<file path="config.mk">
export PLATFORM = sky130hd
export DESIGN_NAME = qpu_instr_fetch
export DESIGN_NICKNAME = d
export VERILOG_FILES = /design/src/rtl/qpu_pkg.sv /design/src/rtl/qpu_prog_mem.sv /design/src/rtl/qpu_instr_fetch.sv
export SDC_FILE = /design/constraint.sdc
export NUM_CORES = 1
export LEC_CHECK = 0
export ABC_AREA = 1
export CORE_MARGIN = 5
export CORE_UTILIZATION = 30
export CTS_BUF_LIST = sky130_fd_sc_hd__clkbuf_16
export DETAILED_ROUTE_END_ITERATION = 8
export SLEW_MARGIN = 0
export SYNTH_ARGS = -nofsm -noshare
export SYNTH_HDL_FRONTEND = slang
export SYNTH_HIERARCHICAL = 1
export SYNTH_SLANG_ARGS = --single-unit
</file>
<file path="constraint.sdc">
create_clock -name clk -period 5.1 [get_ports clk]
set_clock_uncertainty 0.05 [all_clocks]
set_input_delay 0.51 -clock clk [delete_from_list [all_inputs] [get_ports clk]]
set_output_delay 0.51 -clock clk [all_outputs]
set_load 0.05 [all_outputs]
</file>
<file path="src/rtl/qpu_pkg.sv">
// ---------------------------------------------------------------------------
// qpu_pkg
// Shared definitions for the QPU instruction sequencer:
//   - QPU_INSTR_W    : default instruction width
//   - OP_*           : 4-bit opcodes carried in the top nibble of a word
//   - fetch_state_e  : sequencer FSM states
// ---------------------------------------------------------------------------
package qpu_pkg;

  localparam int QPU_INSTR_W = 8;

  localparam logic [3:0] OP_NOP  = 4'h0;
  localparam logic [3:0] OP_H    = 4'h1;
  localparam logic [3:0] OP_X    = 4'h2;
  localparam logic [3:0] OP_Z    = 4'h3;
  localparam logic [3:0] OP_CNOT = 4'h4;
  localparam logic [3:0] OP_MEAS = 4'h5;
  localparam logic [3:0] OP_JMP  = 4'hE;
  localparam logic [3:0] OP_HALT = 4'hF;

  typedef enum logic [1:0] {
    ST_IDLE = 2'd0,
    ST_RUN  = 2'd1,
    ST_DONE = 2'd2
  } fetch_state_e;

endpackage

</file>
<file path="src/rtl/qpu_prog_mem.sv">
// ---------------------------------------------------------------------------
// qpu_prog_mem
// DEPTH x INSTR_W program store. Synchronous write, combinational read.
// Contents are deliberately not reset so a program survives a sequencer reset.
// Ports:
//   clk      in  clock, rising edge
//   wr_en    in  write strobe
//   wr_addr  in  write address
//   wr_data  in  write data
//   rd_addr  in  read address
//   rd_data  out read data (combinational)
// ---------------------------------------------------------------------------
module qpu_prog_mem #(
  parameter int INSTR_W = 8,
  parameter int DEPTH   = 16,
  parameter int AW      = $clog2(DEPTH)
) (
  input  logic               clk,
  input  logic               wr_en,
  input  logic [AW-1:0]      wr_addr,
  input  logic [INSTR_W-1:0] wr_data,
  input  logic [AW-1:0]      rd_addr,
  output logic [INSTR_W-1:0] rd_data
);

  logic [INSTR_W-1:0] mem_q [DEPTH];

  always_ff @(posedge clk) begin
    if (wr_en) begin
      mem_q[wr_addr] <= wr_data;
    end
  end

  assign rd_data = mem_q[rd_addr];

endmodule

</file>
<file path="src/rtl/qpu_instr_fetch.sv">
// ---------------------------------------------------------------------------
// qpu_instr_fetch
// Instruction sequencer feeding the QPU gate executor. A program is loaded
// into qpu_prog_mem while idle; a start pulse streams it out in PC order over
// a valid/ready handshake until a HALT word or the last memory entry.
//
// Optional feature macro: QPU_FETCH_LOOP_EN
//   When defined, opcode JMP is consumed internally (pc <= operand, one bubble)
//   and the jmp_count output (saturating count of taken jumps) is present.
//
// Ports:
//   clk          in  clock, rising edge
//   reset        in  asynchronous active-high reset
//   ld_en        in  program write strobe (honoured in IDLE/DONE only)
//   ld_addr      in  program write address
//   ld_data      in  program write data
//   start        in  single-cycle start pulse (IDLE/DONE only)
//   instr        out instruction to executor
//   instr_valid  out instr is valid
//   instr_ready  in  executor accepts instr this cycle
//   pc           out address of next word to read
//   busy         out high while running
//   done         out sticky completion flag
//   jmp_count    out taken-jump count (QPU_FETCH_LOOP_EN only)
// ---------------------------------------------------------------------------
module qpu_instr_fetch
  import qpu_pkg::*;
#(
  parameter int INSTR_W = QPU_INSTR_W,
  parameter int DEPTH   = 16,
  parameter int AW      = $clog2(DEPTH)
) (
  input  logic               clk,
  input  logic               reset,
  input  logic               ld_en,
  input  logic [AW-1:0]      ld_addr,
  input  logic [INSTR_W-1:0] ld_data,
  input  logic               start,
  output logic [INSTR_W-1:0] instr,
  output logic               instr_valid,
  input  logic               instr_ready,
  output logic [AW-1:0]      pc,
  output logic               busy,
`ifdef QPU_FETCH_LOOP_EN
  output logic [7:0]         jmp_count,
`endif
  output logic               done
);

  fetch_state_e       state_q, state_d;
  logic [AW-1:0]      pc_q, pc_d;
  logic [INSTR_W-1:0] instr_q, instr_d;
  logic               valid_q, valid_d;
  // Set when the word currently presented came from the last memory entry;
  // its acceptance ends the run instead of wrapping.
  logic               last_q, last_d;

  logic               mem_wr_en;
  logic [AW-1:0]      rd_addr;
  logic [INSTR_W-1:0] rd_data;
  logic [INSTR_W-1:0] fetch_word;
  logic [3:0]         fetch_op;
  logic               fetch_en;

`ifdef QPU_FETCH_LOOP_EN
  logic [7:0]         jmp_count_q, jmp_count_d;

  function automatic logic [7:0] sat_inc8(input logic [7:0] v);
    return (v == 8'hFF) ? v : v + 8'd1;
  endfunction
`endif

  assign mem_wr_en = ld_en && (state_q != ST_RUN);

  qpu_prog_mem #(
    .INSTR_W (INSTR_W),
    .DEPTH   (DEPTH),
    .AW      (AW)
  ) u_prog_mem (
    .clk     (clk),
    .wr_en   (mem_wr_en),
    .wr_addr (ld_addr),
    .wr_data (ld_data),
    .rd_addr (rd_addr),
    .rd_data (rd_data)
  );

  // A start always fetches word 0 in the same cycle so the first instruction
  // is valid one cycle later. A write landing on that word in the start
  // cycle is forwarded so the fetch sees the new data.
  assign rd_addr    = (state_q == ST_RUN) ? pc_q : '0;
  assign fetch_word = (mem_wr_en && (ld_addr == rd_addr)) ? ld_data : rd_data;
  assign fetch_op   = fetch_word[INSTR_W-1 -: 4];

  always_comb begin
    state_d  = state_q;
    pc_d     = pc_q;
    instr_d  = instr_q;
    valid_d  = valid_q;
    last_d   = last_q;
    fetch_en = 1'b0;
`ifdef QPU_FETCH_LOOP_EN
    jmp_count_d = jmp_count_q;
`endif

    case (state_q)
      ST_IDLE, ST_DONE: begin
        if (start) begin
          state_d  = ST_RUN;
          pc_d     = '0;
          last_d   = 1'b0;
          fetch_en = 1'b1;
`ifdef QPU_FETCH_LOOP_EN
          jmp_count_d = 8'd0;
`endif
        end
      end
      ST_RUN: begin
        // Output register may take a new word when empty or being accepted.
        if (!valid_q || instr_ready) begin
          if (last_q) begin
            valid_d = 1'b0;
            last_d  = 1'b0;
            state_d = ST_DONE;
          end else begin
            fetch_en = 1'b1;
          end
        end
      end
      default: begin
        state_d = ST_IDLE;
        valid_d = 1'b0;
      end
    endcase

    if (fetch_en) begin
      if (fetch_op == OP_HALT) begin
        // HALT is never emitted; pc stays pointing at it.
        valid_d = 1'b0;
        state_d = ST_DONE;
        pc_d    = rd_addr;
`ifdef QPU_FETCH_LOOP_EN
      end else if (fetch_op == OP_JMP) begin
        valid_d     = 1'b0;
        pc_d        = fetch_word[AW-1:0];
        jmp_count_d = sat_inc8(jmp_count_d);
`endif
      end else begin
        instr_d = fetch_word;
        valid_d = 1'b1;
        pc_d    = rd_addr + AW'(1);
        last_d  = (rd_addr == AW'(DEPTH - 1));
      end
    end
  end

  always_ff @(posedge clk or posedge reset) begin
    if (reset) begin
      state_q <= ST_IDLE;
      pc_q    <= '0;
      instr_q <= '0;
      valid_q <= 1'b0;
      last_q  <= 1'b0;
`ifdef QPU_FETCH_LOOP_EN
      jmp_count_q <= 8'd0;
`endif
    end else begin
      state_q <= state_d;
      pc_q    <= pc_d;
      instr_q <= instr_d;
      valid_q <= valid_d;
      last_q  <= last_d;
`ifdef QPU_FETCH_LOOP_EN
      jmp_count_q <= jmp_count_d;
`endif
    end
  end

  assign instr       = instr_q;
  assign instr_valid = valid_q;
  assign pc          = pc_q;
  assign busy        = (state_q == ST_RUN);
  assign done        = (state_q == ST_DONE);
`ifdef QPU_FETCH_LOOP_EN
  assign jmp_count   = jmp_count_q;
`endif

endmodule

</file>
### Word level (Yosys, flattened, before mapping)

Memories as Yosys holds them, arrays and structs flattened.
Cells that the tools add are included.

| word-level totals | value |
|---|---|
| flip-flop bits (word level) | 16 |
| memory bits (writable) | 128 |
| input port bits | 17 |
| output and inout port bits | 15 |
| word-level logic and storage cells | 56 |
| memories | 1 |

| operators by class | value |
|---|---|
| add/subtract/negate cells | 1 |
| equal/unequal tests | 9 |
| muxes and demuxes | 28 |
| bitwise gates (word level) | 1 |
| reductions and logical operators | 11 |

Memory list:

| memory | depth | bits a word | rd ports | clocked after memory_dff | write ports | line | RTL |
|---|---|---|---|---|---|---|---|
| u_prog_mem.mem_q | 16 | 8 | 1 | 0 | 1 | qpu_prog_mem.sv:26 | `logic [INSTR_W-1:0] mem_q [DEPTH];` |

Operator list:

| cell | number |
|---|---|
| $mux 4 | 5 |
| $mux 1 | 13 |
| $mux 2 | 5 |
| $eq 4x4->1 const B | 2 |
| $mux 8 | 1 |
| $ne 3x1->1 const B | 2 |
| $pmux 1 s2 | 3 |
| $add 4x1->4 const B | 1 |
| $eq 4x4->1 | 1 |
| $pmux 2 s2 | 1 |
| $reduce_and 2->1 | 2 |
| $reduce_bool 2->1 | 2 |
| $reduce_and 3->1 | 1 |
| $eq 2x1->1 const B | 1 |
| $eq 2x2->1 const B | 1 |
| $logic_and 1x1->1 | 2 |
| $logic_not 2->1 | 1 |
| $ne 2x1->1 const B | 1 |
| $ne 2x2->1 const B | 1 |
| $reduce_or 2->1 | 1 |
| $logic_not 1->1 | 1 |
| $logic_or 1x1->1 | 1 |
| $not 1->1 | 1 |

### Longest topological paths before layout

| depth | value |
|---|---|
| depth in word-level cells | 8 |
| gate-level depth with buffers | 19 |
| mapped depth without buffers | 17 |

### Modules after synthesis

The synthesis kept the hierarchy.

By module, submodules not included:

| module | instances | cells each | area each (µm²) | seq. area each (µm²) |
|---|---|---|---|---|
| qpu_prog_mem | 1 | 543 | 5606.6 | 3843.7 |
| qpu_instr_fetch | 1 | 132 | 1222.4 | 400.4 |

### Least setup slack after synthesis

No wires, ideal clock.

| path | value |
|---|---|
| path type | reg2reg |
| start point | register pc_q[1], in the netlist pc[1] |
| end point | register instr_q[1], in the netlist instr[1] |
| setup time | 0.122 ns |
| arrival time | 2.244 ns |
| data required time | 4.928 ns |
| path slack | 2.685 ns |
| stages on the path, launching flop included | 18 |
| path buffers | 3 |
| clock period less this slack | 2.415 ns |
| cell sequence | dfrtp_1 nand3_2 inv_1 buf_2 inv_2 buf_4 nand3_1 nand3_1 nand3_1 nand2_1 o21bai_2 nand2_2 nor2_2 nand2_4 nand2_4 buf_12 nand2_4 o21ai_2 |

| between the ends | value |
|---|---|
| elaborated cells between the ends (all ways) | 8 |
| classes of those cells | eq/ne: 2; mux: 2; bitwise: 1; reduce/logical: 2; memory: 1 |

RTL lines:

| what | line | RTL |
|---|---|---|
| start, declared | qpu_instr_fetch.sv:51 | `logic [AW-1:0] pc_q, pc_d;` |
| start signal, assigned | qpu_instr_fetch.sv:169 | `pc_q <= pc_d;` |
| $mux 4 | qpu_instr_fetch.sv:91 | `assign rd_addr = (state_q == ST_RUN) ? pc_q : '0;` |
| net rd_addr[1] | qpu_instr_fetch.sv:59 | `logic [AW-1:0] rd_addr;` |
| $mem_v2 16x8 | n/a |  |
| net rd_data[7] | qpu_instr_fetch.sv:60 | `logic [INSTR_W-1:0] rd_data;` |
| $mux 8 | qpu_instr_fetch.sv:92 | `assign fetch_word = (mem_wr_en && (ld_addr == rd_addr)) ? ld_data : rd_data;` |
| $eq 4x4->1 | qpu_instr_fetch.sv:137 | `if (fetch_op == OP_HALT) begin` |
| $not 1->1 (no source line) | n/a |  |
| $reduce_and 2->1 (no source line) | n/a |  |
| end signal, assigned | qpu_instr_fetch.sv:170 | `instr_q <= instr_d;` |
| end, declared | qpu_instr_fetch.sv:52 | `logic [INSTR_W-1:0] instr_q, instr_d;` |

The timed path passes the listed nets, and every way through them passes these cells.
A chain may end at the register's enable or synchronous reset.

### Worst setup path in the final report

| path | value |
|---|---|
| start point | register state_q[0] |
| end point | register instr_q[0], in the netlist instr[0] |

| between the ends | value |
|---|---|
| elaborated cells between the ends (all ways) | 15 |
| classes of those cells | eq/ne: 5; mux: 3; bitwise: 1; reduce/logical: 5; memory: 1 |

RTL lines:

| what | line | RTL |
|---|---|---|
| start, declared | qpu_instr_fetch.sv:50 | `fetch_state_e state_q, state_d;` |
| start signal, assigned | qpu_instr_fetch.sv:168 | `state_q <= state_d;` |
| $eq 2x1->1 | qpu_instr_fetch.sv:91 |  |
| $mux 4 | qpu_instr_fetch.sv:91 |  |
| net rd_addr[0] | qpu_instr_fetch.sv:59 |  |
| $mem_v2 16x8 | n/a |  |
| net rd_data[4] | qpu_instr_fetch.sv:60 |  |
| $mux 8 | qpu_instr_fetch.sv:92 |  |
| $eq 4x4->1 | qpu_instr_fetch.sv:137 |  |
| $not 1->1 (no source line) | n/a |  |
| $reduce_and 2->1 (no source line) | n/a |  |

The timed path passes the listed nets, and every way through them passes these cells.

==> results.md <==
* Cell Area, Synth at around 7000 um2
* Worst Path Max Fanout at 43
* Post-CTS sizing at 0
* Clock sink count at between 100 and 150
* Crit Reg-Reg Startpoint: state_q[0]
* Peak Freq at around 300 MHz
* Top cell type by total area after synthesis: edfxtp_1
* Worst-margin pin slew at 0.902 ns
* Initial antenna violation count at 0
* Critical Path Source Type: register
* Synth warn at 6
* FF-to-FF End: instr[0]
* # diodes at 0
* Synthesized flop and latch total at between 100 and 150
* Worst slack at placement at around 1.8 ns
* CTS tree: done
* Syn Area/Cell at around 10 um2
* Post-Place Cells at 967
* Worst hold path class: in -> async
* Status: finished, final reports clean
* Post-Layout Cell Count at ~1000
* Share of cells above drive strength 1 at 11.2%
* Die area at ~26000 um2
* Fin util at a little over a third
* Wire per inst at around 16 um
* Critical setup path kind: reg -> reg
* Syn Nets at a little under 700
* Minimum clock period at around 3.3 ns
* Clk_lat worst skew at 0.42 ns
* Register Area at approximately 4200 um2
* R2R depth at 16
* Die extent in x at 161 um
* Cell variety after synth at 33
* Power Total at about 4.3 mW
* Post-route design area at 7880 um2
* Final TNS setup at 0 ns
* Fillers at between 2000 and 2500
* Setup Buffers After CTS at 0
* Area of the multi-input gates at about 1900 um2
* Most common cell after layout, fill and taps aside: nand2_1
* CTS buffer count at 17
* Reg clk slew, reported paths at about 0.06 ns
* Final hold vios at 0
* Max-cap violations at 0
* Global Route Usage Sum at 12.7%
* Final wirelength at 16000 um
* Gr ovfl total at 0
* Top cell type's share of synthesized area at ~56%
* Hold Slack at ~0.43 ns
* Largest net degree at the start of global routing at between 60 and 70
* FP Rows at 55
* Worst Path Required at about 5.4 ns
* Hold-fix buffers at CTS at 0
* Placeable Area at between 20000 and 25000 um2
* Fin nets at 719
* Vias/cell at 4.50
* Setup ws final at 1.77 ns
* Critical path data arrival time at 3.58 ns
* Pwr Density at ~540 nW/um2
* Post-synthesis cell count at between 600 and 700
* RSZ-0062 raised after global routing: no
* IO Port Bufs at 31
* Max Slew Vio Count at 0
* Commonest non-fill, non-tap cells in the layout: 189 x nand2_1, 128 x edfxtp_1, 122 x inv_1
* Peak VDD IR at between 0.0002 and 0.0003 V
* Reg2Reg Setup Slack at roughly 1.8 ns
* Ports at 32
* Post-DRT Antenna Nets at 0
* DRT iter0 DRCs at 430
* Via count at 4490
* Die Height at 161 um
* RD Place Congestion at just under 0.8
* Lkg Pwr at about 3.3 nW
* First-pass GRT wire length at 25000 um
* Crit share post-route at 65.3%
* H-tree levels at 4
* Drt drc at 0
* Root Buffer: clkbuf_16
* Area Overhead vs Synth at 15.4%
* CTS max path bufs at 2
* Hpwl dp at 9950 um
* 1st-pass router iterations at 5
* Synth top area cells: edfxtp_1 56%, nand2_1 10%, nand3_1 7.4%, inv_1 6.7%, dfrtp_1 5.9%
* Placed cell area at about 7300 um2
* Initial core utilization at 30.3%
* Number of global-route vias before repair at approximately 4400
* Seq/Total Area, Yosys at around 62%
* # setup viols final at 0
* Slew headroom at 39.7%
* Critical path capture point type: register
[routing by layer]
layer,wire length (um),track usage [%]
met4,236,4.61
met3,829,2.82
met5,0,0
met1,7420,17.2
met2,7550,20.0
[sequential cells by signal (all words and copies together) (netlist names)]
name and cells:
state_q 2, instr_valid 1, instr 8, u_prog_mem/mem_q 128, last_q 1, pc 4
[kinds of logic after synthesis]
family / after synthesis / share of synthesized area (%)
flip-flops: 144 / 62.1
buffers and inverters: 151 / 10.0
multiplexers: 4 / 0.586
AND/OR/NAND/NOR: 358 / 24.7
adder cells (fa/ha/maj): 1 / 0.183
AO/OA/AOI/OAI: 17 / 2.31
[final cells by class]
class / count / share of cell area (%)
timing repair buffer: 34 / 4.22
inverter: 124 / 5.94
clock buffer: 17 / 5.40
tap: 285 / 4.53
clock inverter: 14 / 1.92
multi-input combinational: 380 / 24.1
sequential: 144 / 53.9
[where the power goes]
| part | internal (mW) | switching (mW) | leakage, nW |
|---|---|---|---|
| registers | 1.37 | 0.0792 | 1.35 |
| logic | 0.483 | 1.11 | 1.71 |
| clock network | 0.756 | 0.469 | 0.282 |
| total | 2.61 | 1.66 | 3.35 |
[synth_stat cells]
master and n:
buf_12 2, buf_1 1, inv_2 2, nand3b_1 4, ha_1 1, a31o_2 1, or2_2 1, dfrtp_1 16
nand3_2 4, buf_4 4, nor2_8 1, o21ai_2 9, inv_1 121, buf_2 13, buf_6 7, o21bai_2 2
o22ai_1 1, edfxtp_1 128, mux2i_1 4, nand2_2 11, nand4_1 5, nor2_2 2, inv_4 1, nor2_4 1
o21bai_1 2, nand2_8 1, nand2_1 189, o31ai_4 1, nand2_4 12, nor3_1 1, o21ai_0 1, nand3_1 101
nor2_1 25
[how the worst max path moves through the flow]
stage / startpoint / endpoint / slack [ns]
final: state_q[0] / instr[0] / 1.77
after global routing: state_q[0] / instr[0] / 1.52
after CTS: state_q[0] / instr[0] / 1.77
after detailed placement: state_q[0] / instr[0] / 1.78
after global placement: state_q[0] / instr[0] / 1.83
after floorplan: pc[1] / instr[1] / 2.68
[critical path: stages (launching register included)]
cell and delay, ns:
dfrtp_1 0.54, nand3_2 0.17, inv_2 0.05, inv_2 0.56, buf_4 0.40, nand2_1 0.09, nand3_1 0.08, nand3_1 0.12
nand3_1 0.16, nand2_1 0.08, o21bai_2 0.19, nand2_2 0.09, nor2_2 0.06, nand2_4 0.09, nand2_4 0.24, nand2_1 0.16
o21ai_2 0.06
Power figures use the tool's default switching activity.
